`src/rtl/switch_conditioner.sv`:
```
// Conditions 16 raw slide switches: two-flop synchronizer, tick-paced debounce,
// and single-cycle rise/fall pulses for the downstream game logic.
module switch_conditioner #(
  parameter int unsigned TICK_DIV     = 100000,
  parameter int unsigned STABLE_TICKS = 4
) (
  input  logic        clk,
  input  logic        rst,
  input  logic [15:0] switch,
  output logic [15:0] sw_stable,
  output logic [15:0] sw_rise,
  output logic [15:0] sw_fall,
  output logic        sw_any_edge
);

  localparam int unsigned NBITS = 16;
  localparam int unsigned PW    = (TICK_DIV > 1) ? $clog2(TICK_DIV) : 1;
  localparam int unsigned CW    = 4;
  localparam logic [PW-1:0] PMAX = PW'(TICK_DIV - 1);
  localparam logic [CW-1:0] CMAX = CW'(STABLE_TICKS - 1);

  logic [NBITS-1:0] sync1;
  logic [NBITS-1:0] sync2;
  logic [PW-1:0]    pcnt;
  logic             tick_c;
  logic [CW-1:0]    cnt      [NBITS];
  logic [CW-1:0]    cnt_next [NBITS];
  logic [NBITS-1:0] stable_next;
  logic [NBITS-1:0] rise_next;
  logic [NBITS-1:0] fall_next;

  // Two-flop synchronizer, nothing between the stages
  always_ff @(posedge clk or posedge rst) begin
    if (rst) begin
      sync1 <= '0;
      sync2 <= '0;
    end else begin
      sync1 <= switch;
      sync2 <= sync1;
    end
  end

  // Shared sample-tick prescaler; TICK_DIV of 1 keeps the tick high
  assign tick_c = (pcnt == PMAX);

  always_ff @(posedge clk or posedge rst) begin
    if (rst) begin
      pcnt <= '0;
    end else if (tick_c) begin
      pcnt <= '0;
    end else begin
      pcnt <= pcnt + PW'(1);
    end
  end

  // Per-bit disagreement counters; any agreeing tick restarts the count
  always_comb begin
    stable_next = sw_stable;
    rise_next   = '0;
    fall_next   = '0;
    for (int i = 0; i < NBITS; i++) begin
      cnt_next[i] = cnt[i];
      if (tick_c) begin
        if (sync2[i] == sw_stable[i]) begin
          cnt_next[i] = '0;
        end else if (cnt[i] >= CMAX) begin
          cnt_next[i]    = '0;
          stable_next[i] = sync2[i];
          rise_next[i]   = sync2[i];
          fall_next[i]   = ~sync2[i];
        end else begin
          cnt_next[i] = cnt[i] + CW'(1);
        end
      end
    end
  end

  always_ff @(posedge clk or posedge rst) begin
    if (rst) begin
      for (int i = 0; i < NBITS; i++) begin
        cnt[i] <= '0;
      end
      sw_stable   <= '0;
      sw_rise     <= '0;
      sw_fall     <= '0;
      sw_any_edge <= 1'b0;
    end else begin
      for (int i = 0; i < NBITS; i++) begin
        cnt[i] <= cnt_next[i];
      end
      sw_stable   <= stable_next;
      sw_rise     <= rise_next;
      sw_fall     <= fall_next;
      sw_any_edge <= |(rise_next | fall_next);
    end
  end

endmodule

```
`config.mk`:
```
export PLATFORM = sky130hd
export DESIGN_NAME = switch_conditioner
export DESIGN_NICKNAME = d
export VERILOG_FILES = /design/src/rtl/switch_conditioner.sv
export SDC_FILE = /design/constraint.sdc
export NUM_CORES = 1
export LEC_CHECK = 0
export BUFFER_PORTS_ARGS = -buffer_cell sky130_fd_sc_hd__buf_2
export CORE_MARGIN = 2
export CORE_UTILIZATION = 40
export DETAILED_ROUTE_END_ITERATION = 8
export GPL_TIMING_DRIVEN = 0
export SLEW_MARGIN = 40
export SYNTH_ARGS = -nofsm -noshare
export SYNTH_HDL_FRONTEND = slang
export SYNTH_SLANG_ARGS = --single-unit
```
`constraint.sdc`:
```
create_clock -name clk -period 5.6 [get_ports clk]
set_input_delay 0.56 -clock clk [delete_from_list [all_inputs] [get_ports clk]]
set_output_delay 0.56 -clock clk [all_outputs]
set_load 0.005 [all_outputs]
```
Word level (Yosys, flattened, before mapping)
Cells that the tools add are included.

Register bits after elaboration: 162. Output and inout port bits: 49. Word-level logic and storage cells: 267.

$add $sub $neg: 17. Order comparisons: 16. Eq/ne operators: 17. Muxes and demuxes: 129. Bitwise operators: 33. Reductions and logical operators: 17.

Operator list (number): 4-bit 2-to-1 mux (32); 1-bit 2-to-1 mux (96); 4-bit by 1-bit adder with 4-bit output (second input constant) (16); 4-bit by 2-bit >= comparator with 1-bit output (second input constant) (16); 3-bit AND reduction (16); 1-bit NOT (32); 17-bit by 1-bit adder with 17-bit output (second input constant) (1); 17-bit equality test (second input constant) (1); 17-bit 2-to-1 mux (1); 1-bit equality test (16); 16-bit OR (1); 16-bit OR reduction (1).

Logic depth before layout (Yosys ltp)
Gate-level depths: netlist (run 1).

Depth in word-level cells: 6. Depth in mapped cells: 7. Gate-level depth less buffers: 5.

Least setup slack after synthesis (run 1)
Ideal clock, no wire load.

Path type: register -> register. From: reg pcnt[0]. To: reg sw_stable[11]. Data arrival time: 1.610 ns. Data required time: 5.475 ns. Setup slack: 3.865 ns. Cell stages (with the launch flop): 7. Buffers on the path: 1. Period minus slack after synthesis: 1.735 ns. Cell sequence: dfrtp_1 -> ha_1 -> and4_1 -> and4_1 -> buf_4 -> nand2b_1 -> mux2_2.

Word-level cells in the longest chain between the ends: 2.

RTL lines: from (decl) (RTL line 24) `logic [PW-1:0] pcnt;`; from (signal assigned) (RTL line 52) `pcnt <= pcnt + PW'(1);`; 17-bit equality test (RTL line 44) `assign tick_c = (pcnt == PMAX);`; 3-bit AND reduction (no line); to (signal assigned) (RTL line 91) `sw_stable <= stable_next;`; to (decl) (RTL line 10) `output logic [15:0] sw_stable,`.

Every way passes these cells. A chain may end at the register's enable or synchronous reset.

Final worst setup path (run 1)
From: reg pcnt[0]. To: reg cnt[5] in the netlist's numbering.

Word-level cells in the longest chain between the ends: 1.

RTL lines: 17-bit equality test (RTL line 44); to (signal, indexed assignment) (RTL line 89) `cnt[i] <= cnt_next[i];`; to (decl) (RTL line 26) `logic [CW-1:0] cnt [NBITS];`.

Every way passes these cells.

==> flow_summary.ini, run 1 <==
[critical_path]
r2r_cells = 7
critical_path.top_delay_family = buffers and inverters
worstSetupStartpointType = flop
worstPathArrival_ns = 2.52
critPathBufInv = 2
endpoint_kind = flop
cp_cell_sequence = ha_1, and4_1, nand4_1, buf_2, clkbuf_1, nand2_1, o21ai_0
setup.worst_path.class = reg2reg
critPathSlowestCell = clkbuf_1
cp_max_fo = 10
crit_required_ns = 5.93
slowest_delay_ns = 0.50
reg2reg_from = pcnt[0]
r2r-end = cnt[5]
ff2ff_setup_slack_ns = 3.41

[route]
avgViaCountPerCell = 5.09
dr.pass1.iters = 4
antenna_left = 0
finalWirelength_um = 11900
drt-initial-drc-count = 226
wl_per_cell_um = 15.1
drcViolationCount = 0
via_count = 4019

[sta]
tightest_slew_ns = 0.722
drv_slew = 0
fmax_mhz = 457
setup_viol = 0
rsz0062_at_grt = false
period_share_pct = 39.1
min_period_ns = 2.19
slew_headroom_pct = 51.9
hold_viol = 0
skew_ns = 0.00624

[finish]
drive_above_1_share_pct = 19.5
final_util_pct = 49.2
nNetsFinal = 623
area_growth_syn_to_layout_pct = 20.4
final_cell_mix = dfrtp_1, buf_2, nand2_1
final_common_cell = dfrtp_1
final_cell_area_mm2 = 0.00747
antennaDiodeCount = 0

[global_routing]
antenna_found_initial = 0
track_usage_pct = 15.6
grt_max_degree = 86
grt_pass1_vias = 4060
grt_pass1_wl_um = 19900
overflow = 0

[synthesis]
synthFlopType = dfrtp_1
synth-seq-cells = 162
post_synth_num_cell_types = 34
syn_area_mm2 = 0.00621
synthTopCellsByArea = dfrtp_1, nand2_1, ha_1, and2_1, xor2_1
synthesis.nets = 537
ys_seq_area_share_pct = 65.3
ys_async_sr_fraction_pct = 100
synth_warnings = 0
syn_inst = 502
yosys.area.top_type = dfrtp_1
synth_edf_count = 0
synth_area_per_cell_um2 = 12.4
synth.top_cell.area_share_pct = 65.3

[cts]
htreeDepth = 4
cts_tree = done
path_clk_slew_ns = 0.06
clk_path_buf_depth = 2
post_cts_resized = 0
clock-root-buffer = clkbuf_16
clkLatencyLatePin_ns = 0.42
postCtsSetupRepairBufs = 0
clock_sinks = 162
cts-buffers-inserted = 17
holdBufCountCts = 0

[place]
place_hpwl_um = 7860
io_buffer_count = 66
gp_congestion = 0.753
place_area_mm2 = 0.00681

[floorplanning]
dieHeight_um = 129
rows = 45
start_util_pct = 40.8
die_x_um = 129
dieArea_mm2 = 0.0165
coreArea_mm2 = 0.0152
ios = 67

[power_and_ir_drop]
cellPowerDensity_mw_per_mm2 = 338
p_leak_uw = 0.00385
ir_drop_mv = 0.250

[flow_run]
drv_cap = 0

[hold_path]
hold_path.class = in2async

[outcome]
status = complete, no violations
==> worst max path at each step <==
stage | start | end | depth (start not counted)
final | pcnt[0] | cnt[5] | 7
after global routing | pcnt[0] | cnt[8] | 7
after CTS | pcnt[0] | cnt[5] | 7
after detailed placement | pcnt[0] | cnt[5] | 7
after global placement | rst | sw_fall[4] | 2
after floorplan | rst | cnt[0] | 1
==> through the flow <==
stage / TNS, ns / std cells / setup WS (ns) / hold WS (ns) / total power (µW)
after CTS: 0 / 789 / 3.39 / 0.225 / 2550
after global placement: -142.45 / 756 / -0.892 / 0.332 / 1250
after floorplan: 0 / 502 / 0.663 / 0.331 / 1230
after global routing: 0 / 789 / 3.25 / 0.221 / 2610
final: 0 / 789 / 3.41 / 0.200 / 2530
after detailed placement: 0 / 757 / 3.42 / 0.336 / 1250
==> metal layers <==
metal  share of wire, %  up-vias  GRT usage (%)
met5                  0        -              0
met3                3.5       17           4.70
li1                   -     1896              -
met1                 47     2029           20.2
met2                 47       77           24.7
met4                1.8        0           6.27
==> power breakdown <==
part	internal (µW)	leakage [µW]	total [µW]	switching (µW)
clock network	837	0.000313	1300	459
registers	1180	0.00218	1190	7.85
logic	10.8	0.00137	40.6	29.8
total	2030	0.00385	2530	497
==> cell usage after synthesis, types with 2 or more instances <==
cell,n
mux2_2,11
nor4_1,2
a21o_1,5
nor3_1,17
dfrtp_1,162
nand2_1,69
and3_1,7
and4_1,6
ha_1,17
and2_1,33
nand3_1,22
nand4b_1,11
buf_2,5
o21ai_0,19
nand2b_1,4
nor3b_1,22
nor2b_1,7
inv_1,3
a22oi_1,4
xor2_1,20
clkbuf_1,7
nand4_1,4
or3_1,10
nor2_1,17
xnor2_1,8
a21oi_1,2
==> sequential cells by signal, summed over array words and instances (netlist names) <==
| signal | count |
|---|---|
| sync2 | 16 |
| sw_fall | 16 |
| cnt | 64 |
| pcnt | 17 |
| sw_stable | 16 |
| sw_rise | 16 |
| sync1 | 16 |
| sw_any_edge | 1 |
==> final cells by class <==
cell class | count | area, µm²
Fill cell | 1340 | 7730
Sequential cell | 162 | 4050
Multi-Input combinational cell | 324 | 2080
Clock buffer | 19 | 433
Timing Repair Buffer | 67 | 358
Tap cell | 188 | 235
Clock inverter | 13 | 234
Buffer | 13 | 58.8
Inverter | 3 | 18.8
==> logic make-up (layout without fill, tap and decap cells) <==
| logic type | count (synthesis) | count (layout) | synth area share [%] |
|---|---|---|---|
| simple gates | 235 | 235 | 21.0 |
| flops | 162 | 162 | 65.3 |
| compound gates | 33 | 33 | 3.15 |
| xor+xnor | 28 | 28 | 3.95 |
| fa+ha+maj | 17 | 17 | 3.43 |
| buf+inv | 16 | 115 | 1.13 |
| mux | 11 | 11 | 2.00 |
Note: power is estimated with default switching activity, not from simulation.
==> inputs of run 2 (changes only) <==
--- a/config.mk
+++ b/config.mk
@@ -5,6 +5,7 @@
 export SDC_FILE = /design/constraint.sdc
 export NUM_CORES = 1
 export LEC_CHECK = 0
+export ABC_AREA = 1
 export BUFFER_PORTS_ARGS = -buffer_cell sky130_fd_sc_hd__buf_2
 export CORE_MARGIN = 2
 export CORE_UTILIZATION = 40
==> constraint.sdc (replaced) <==
create_clock -name clk -period 2.05 [get_ports clk]
set_input_delay 0.205 -clock clk [delete_from_list [all_inputs] [get_ports clk]]
set_output_delay 0.205 -clock clk [all_outputs]
set_load 0.005 [all_outputs]
==> run 2 against run 1 <==
Net effect:
- global-route usage grew 1.4 points
- first-iteration DRC count is 26% higher
- critical path depth increased by 7
- clock-buffer cell count grew 1
- clock power grew to 2.5 times the previous value
- synthesized cell count rose by 27%
- sequential power grew to 2.7 times the previous value
- highest routed layer unchanged
- critical path type unchanged
- die area grew 4.2%
- final area is 8.3% higher
- cell count increased by 25%
- largest cell class unchanged
==> flow_summary.ini, run 2 <==
[floorplanning]
die_x_um = 131
dieArea_mm2 = 0.0172
dieHeight_um = 131
rows = 46
start_util_pct = 40.9
coreArea_mm2 = 0.0158
ios = 67

[sta]
setup_tns_ns = 0
setup_viol = 0
slew_headroom_pct = 57.2
hold_viol = 0
drv_slew = 0
period_share_pct = 94.6
tightest_slew_ns = 0.643
setup_slack_ns = 0.110
min_period_ns = 1.94
timing.hold.ws_ns = 0.242
fmax_mhz = 515
skew_ns = 0.0112

[cts]
cts_tree = done
cts-buffers-inserted = 17
clkLatencyLatePin_ns = 0.43
htreeDepth = 4
path_clk_slew_ns = 0.06
clock_sinks = 162
clock-root-buffer = clkbuf_16
clk_path_buf_depth = 2

[global_routing]
grt_pass1_wl_um = 22900
grt_pass1_vias = 4705
overflow = 0
track_usage_pct = 17.0
antenna_found_initial = 0
grt_max_degree = 28

[place]
dp_slack_ns = 0.0441
place_hpwl_um = 9310
io_buffer_count = 66
gp_congestion = 0.828

[power_and_ir_drop]
ir_drop_mv = 0.647
p_leak_uw = 0.00419
cellPowerDensity_mw_per_mm2 = 824

[synthesis]
synth_edf_count = 0
synthTopCellsByArea = dfrtp_1, nand2_1, nor2_1, inv_1, ha_1
post_synth_num_cell_types = 30
synthesis.nets = 673
synthFlopType = dfrtp_1
syn_inst = 638
synth.top_cell.area_share_pct = 62.6
ys_async_sr_fraction_pct = 100
synth-seq-cells = 162
ys_top_cells_by_count = dfrtp_1, nand2_1, nor2_1
synth_area_per_cell_um2 = 10.1
syn_area_mm2 = 0.00647
yosysMostFrequentCell = dfrtp_1
ys_seq_area_share_pct = 62.6
yosys.area.top_type = dfrtp_1
synth_warnings = 0

[finish]
antennaDiodeCount = 0
final_cell_mix = dfrtp_1, nand2_1, nor2_1
final_common_cell = dfrtp_1
drive_above_1_share_pct = 21.6
area_growth_syn_to_layout_pct = 25.0
nFillCells = 1410
multiInputGateArea_mm2 = 0.00203
largest_reg_flops = 64
top_regs = cnt x64, pcnt x17
nNetsFinal = 790
register_area_mm2 = 0.00405
top_register = cnt

[route]
avgViaCountPerCell = 4.69
drt-initial-drc-count = 285
dr.pass1.iters = 6
antenna_left = 0
drcViolationCount = 0
via_count = 4615
wl_per_cell_um = 13.8
finalWirelength_um = 13600

[critical_path]
critical_path.top_delay_family = simple AND/OR/NAND/NOR gates
setup.worst_path.class = reg2reg
critPathBufInv = 5
crit_required_ns = 2.40
cp_max_fo = 7
worstPathArrival_ns = 2.29
worstSetupStartpointType = flop
slowest_delay_ns = 0.42
cp_common_cell = nand2_1
endpoint_kind = flop
cp_cell_sequence = inv_2, nand2_1, nor2_1, nand2_1, nor2_4, buf_4, buf_4, buf_4, nand4_1, nand2_1, inv_1, nand2_1, nor2_1, nand2_1
critPathSlowestCell = dfrtp_1

[outcome]
status = complete, no violations

[hold_path]
hold_path.class = in2async

[flow_run]
drv_cap = 0
==> run 2: worst register-to-register path, delay by kind of cell, from the launching register on <==
| kind | cells | cell delay, ns |
|---|---|---|
| flip-flops | 1 | 0.42 |
| buffers and inverters | 5 | 0.49 |
| AND/OR/NAND/NOR | 9 | 0.97 |
==> run 2: final cells by class <==
class	instances	area share, %
well taps	216	3.34
plain buffers	12	1.14
multi-input cells	380	25.0
clock buffers	20	5.64
repair buffers	98	8.93
inverters	84	3.96
clock inverters	11	1.87
flip-flops and latches	162	50.1
==> run 2: worst paths after layout <==
check	slack [ns]	to	cells after the start	startpoint
min in group clk	0.35	sync2[11]	0	sync1[11]
worst max-delay path	0.11	sw_any_edge	14	pcnt[8]
max in group asynchronous	1.09	sync1[8]	6	rst
worst min register to register	0.35	sync2[11]	0	sync1[11]
worst min-delay path	0.24	sync2[14]	3	rst
worst max register to register	0.11	sw_any_edge	14	pcnt[8]
==> run 2: cell families (layout without fill, tap and decap cells) <==
| kind of cell | Yosys count | after routing | share of synthesized area (%) |
|---|---|---|---|
| XOR/XNOR | 13 | 13 | 1.76 |
| adder cells (fa/ha/maj) | 17 | 17 | 3.28 |
| AND/OR/NAND/NOR | 292 | 292 | 19.6 |
| flip-flops | 162 | 162 | 62.6 |
| AO/OA/AOI/OAI | 58 | 58 | 6.55 |
| buffers and inverters | 96 | 225 | 6.18 |
==> run 2: metrics by stage <==
step	instance area, µm²	instances	util (%)	total power, µW
global route	8090	983	51.1	6920
floorplan	6480	638	-	3370
detailed placement	7240	927	45.8	3450
finish	8090	983	51.1	6670
global placement	7080	920	44.7	3410
CTS	8020	975	50.7	6770
==> run 2: per-layer routing <==
| metal | wire, µm | track usage [%] | vias up |
|---|---|---|---|
| met5 | 0 | 0 | - |
| met3 | 488 | 4.17 | 17 |
| met4 | 228 | 7.43 | 0 |
| li1 | - | - | 2256 |
| met1 | 6320 | 21.7 | 2258 |
| met2 | 6570 | 27.7 | 84 |
==> run 2: what timing repair did <==
| action | CTS | global route |
|---|---|---|
| hold endpoints to repair | 63 | 0 |
| gates resized for setup | 0 | 8 |
| hold buffers | 17 | 0 |
| setup buffers | 0 | 8 |
| setup endpoints to repair | 0 | 58 |
==> run 2: power breakdown <==
| group | internal [µW] | leakage (µW) | total [µW] | switching [µW] |
|---|---|---|---|---|
| Sequential | 3230 | 0.00218 | 3240 | 14.3 |
| Combinational | 71.8 | 0.00173 | 165 | 93.0 |
| Clock | 1980 | 0.000286 | 3260 | 1280 |
==> inputs of run 3 (changes only) <==
==> constraint.sdc (replaced) <==
create_clock -name clk -period 1.7 [get_ports clk]
set_input_delay 0.17 -clock clk [delete_from_list [all_inputs] [get_ports clk]]
set_output_delay 0.17 -clock clk [all_outputs]
set_load 0.005 [all_outputs]
==> run 3 against run 2 <==
Net effect:
- the run now ends with setup timing left
- cell count rose by 3.2%
- global-route usage rose by 0.68 points
- critical path depth fell by 3
- largest cell class unchanged
- worst hold slack worse by 0.035 ns
- maximum frequency rose by 8.9%
- non-clock buffer count grew 31
- via count grew 3.6%
- critical path type unchanged
==> flow_summary.ini, run 3 (same netlist as run 2, synthesis figures left out) <==
[place]
io_buffer_count = 66
gp_congestion = 0.828
place_hpwl_um = 9310

[cts]
htreeDepth = 4
clock_sinks = 162
clkLatencyLatePin_ns = 0.43
clock-root-buffer = clkbuf_16
path_clk_slew_ns = 0.06
cts-buffers-inserted = 17
clk_path_buf_depth = 2
cts_tree = done

[critical_path]
setup.worst_path.class = reg2reg
slowest_delay_ns = 0.39
r2r_cells = 11
critical_path.top_delay_family = simple AND/OR/NAND/NOR gates
crit_required_ns = 2.05
worst-path-stages = 11
critPathBufInv = 3
worstPathArrival_ns = 2.13
endpoint_kind = flop
cp_max_fo = 5
worstSetupStartpointType = flop
cp_cell_sequence = inv_1, nand2_1, nor2_1, nand2_2, nor2_4, buf_12, buf_8, nand4_1, nand4_1, nor2_1, nand2_1
critPathSlowestCell = dfrtp_1

[sta]
drv_slew = 0
hold_viol = 0
min_period_ns = 1.78
setup_viol = 12
period_share_pct = 105
setup_slack_ns = -0.0820
fmax_mhz = 561
slew_headroom_pct = 80.7
tightest_slew_ns = 0.289
setup_tns_ns = -0.224
rsz0062_at_grt = true
skew_ns = 0.00795

[global_routing]
overflow = 0
grt_pass1_wl_um = 23800
antenna_found_initial = 0
grt_pass1_vias = 4885
track_usage_pct = 17.7
grt_max_degree = 28

[finish]
nFillCells = 1366
antennaDiodeCount = 0
final_common_cell = dfrtp_1
area_growth_syn_to_layout_pct = 32.9
final_cell_mix = dfrtp_1, nand2_1, nor2_1
largest_reg_flops = 64
final_util_pct = 54.4
nNetsFinal = 821
top_regs = cnt x64, pcnt x17
drive_above_1_share_pct = 28.9
top_register = cnt

[route]
finalWirelength_um = 14600
drt-initial-drc-count = 269
avgViaCountPerCell = 4.72
antenna_left = 0
wl_per_cell_um = 14.4
dr.pass1.iters = 4
drcViolationCount = 0
via_count = 4782

[hold_path]
hold_path.class = in2async

[power_and_ir_drop]
p_leak_uw = 0.00441
ir_drop_mv = 0.720
cellPowerDensity_mw_per_mm2 = 935

[floorplanning]
die_x_um = 131
rows = 46
ios = 67
dieHeight_um = 131
coreArea_mm2 = 0.0158
start_util_pct = 40.9
dieArea_mm2 = 0.0172

[outcome]
status = complete, but fails checks
violations = setup timing

[flow_run]
drv_cap = 0
run 3: changes by cell type in the layout (fill, tap and decap cells not counted), moves of 7 or more:
cell | previous run | this run
buf_12 | 4 | 11
buf_4 | 11 | 33
nand2_1 | 128 | 119
nand2_2 | 2 | 10
nor2_1 | 95 | 85
nor2_2 | 0 | 7
o21ai_0 | 17 | 8
o21ai_1 | 7 | 15
run 3: worst min-delay path, stage by stage:
cell	delay, ns
dlygate4sd3_1	0.53
buf_2	0.13
clkinvlp_4	0.15
run 3: path summary, 6_finish.rpt:
path                       startpoint     endpoint  slack (ns)
max reg2reg                  pcnt[12]  sw_any_edge       -0.08
min                               rst    sync2[14]        0.21
min in group clk            sync1[11]    sync2[11]        0.35
max in group asynchronous         rst     sync1[8]        0.77
max                          pcnt[12]  sw_any_edge       -0.08
min reg2reg                 sync1[11]    sync2[11]        0.35
run 3: metrics by stage:
step                      total power, µW  setup WS (ns)  cell area (µm²)  hold WS [ns]  cells
after detailed placement             4160         -0.306             7240        0.0991    927
final                                8050        -0.0820             8610         0.207   1014
after global routing                 8340         -0.225             8610         0.215   1014
after global placement               4110          -1.42             7080         0.278    920
after floorplan                      4060         -0.527             6480         0.201    638
after CTS                            8170        -0.0437             8350         0.182   1002
run 3: layout make-up:
type / count / area [µm²] / share of cell area (%)
Buffer: 12 / 153 / 1.77
Clock buffer: 20 / 457 / 5.31
Clock inverter: 11 / 151 / 1.76
Inverter: 84 / 332 / 3.85
Multi-Input combinational cell: 380 / 2150 / 25.0
Sequential cell: 162 / 4060 / 47.1
Tap cell: 216 / 270 / 3.14
Timing Repair Buffer: 129 / 1040 / 12.0
run 3: power breakdown:
group	internal, µW	switching (µW)
sequential	3890	17.7
combinational	86.6	113
clock	2390	1540
total	6370	1680
run 3: layer usage:
metal	global-route usage, %	up-vias	routed length (µm)
li1	-	2326	-
met1	22.2	2331	6520
met2	29.0	105	7210
met3	4.82	20	683
met4	7.37	0	237
met5	0	-	0
run 3: what timing repair did:
action                                 CTS  global route
hold buffers                            17             0
endpoints found under the hold margin   63             0
cloned                                   1             2
gates resized for setup                 25            53
setup endpoints to repair              115           101
pin swaps                                8            17
buffers inserted                        26            13
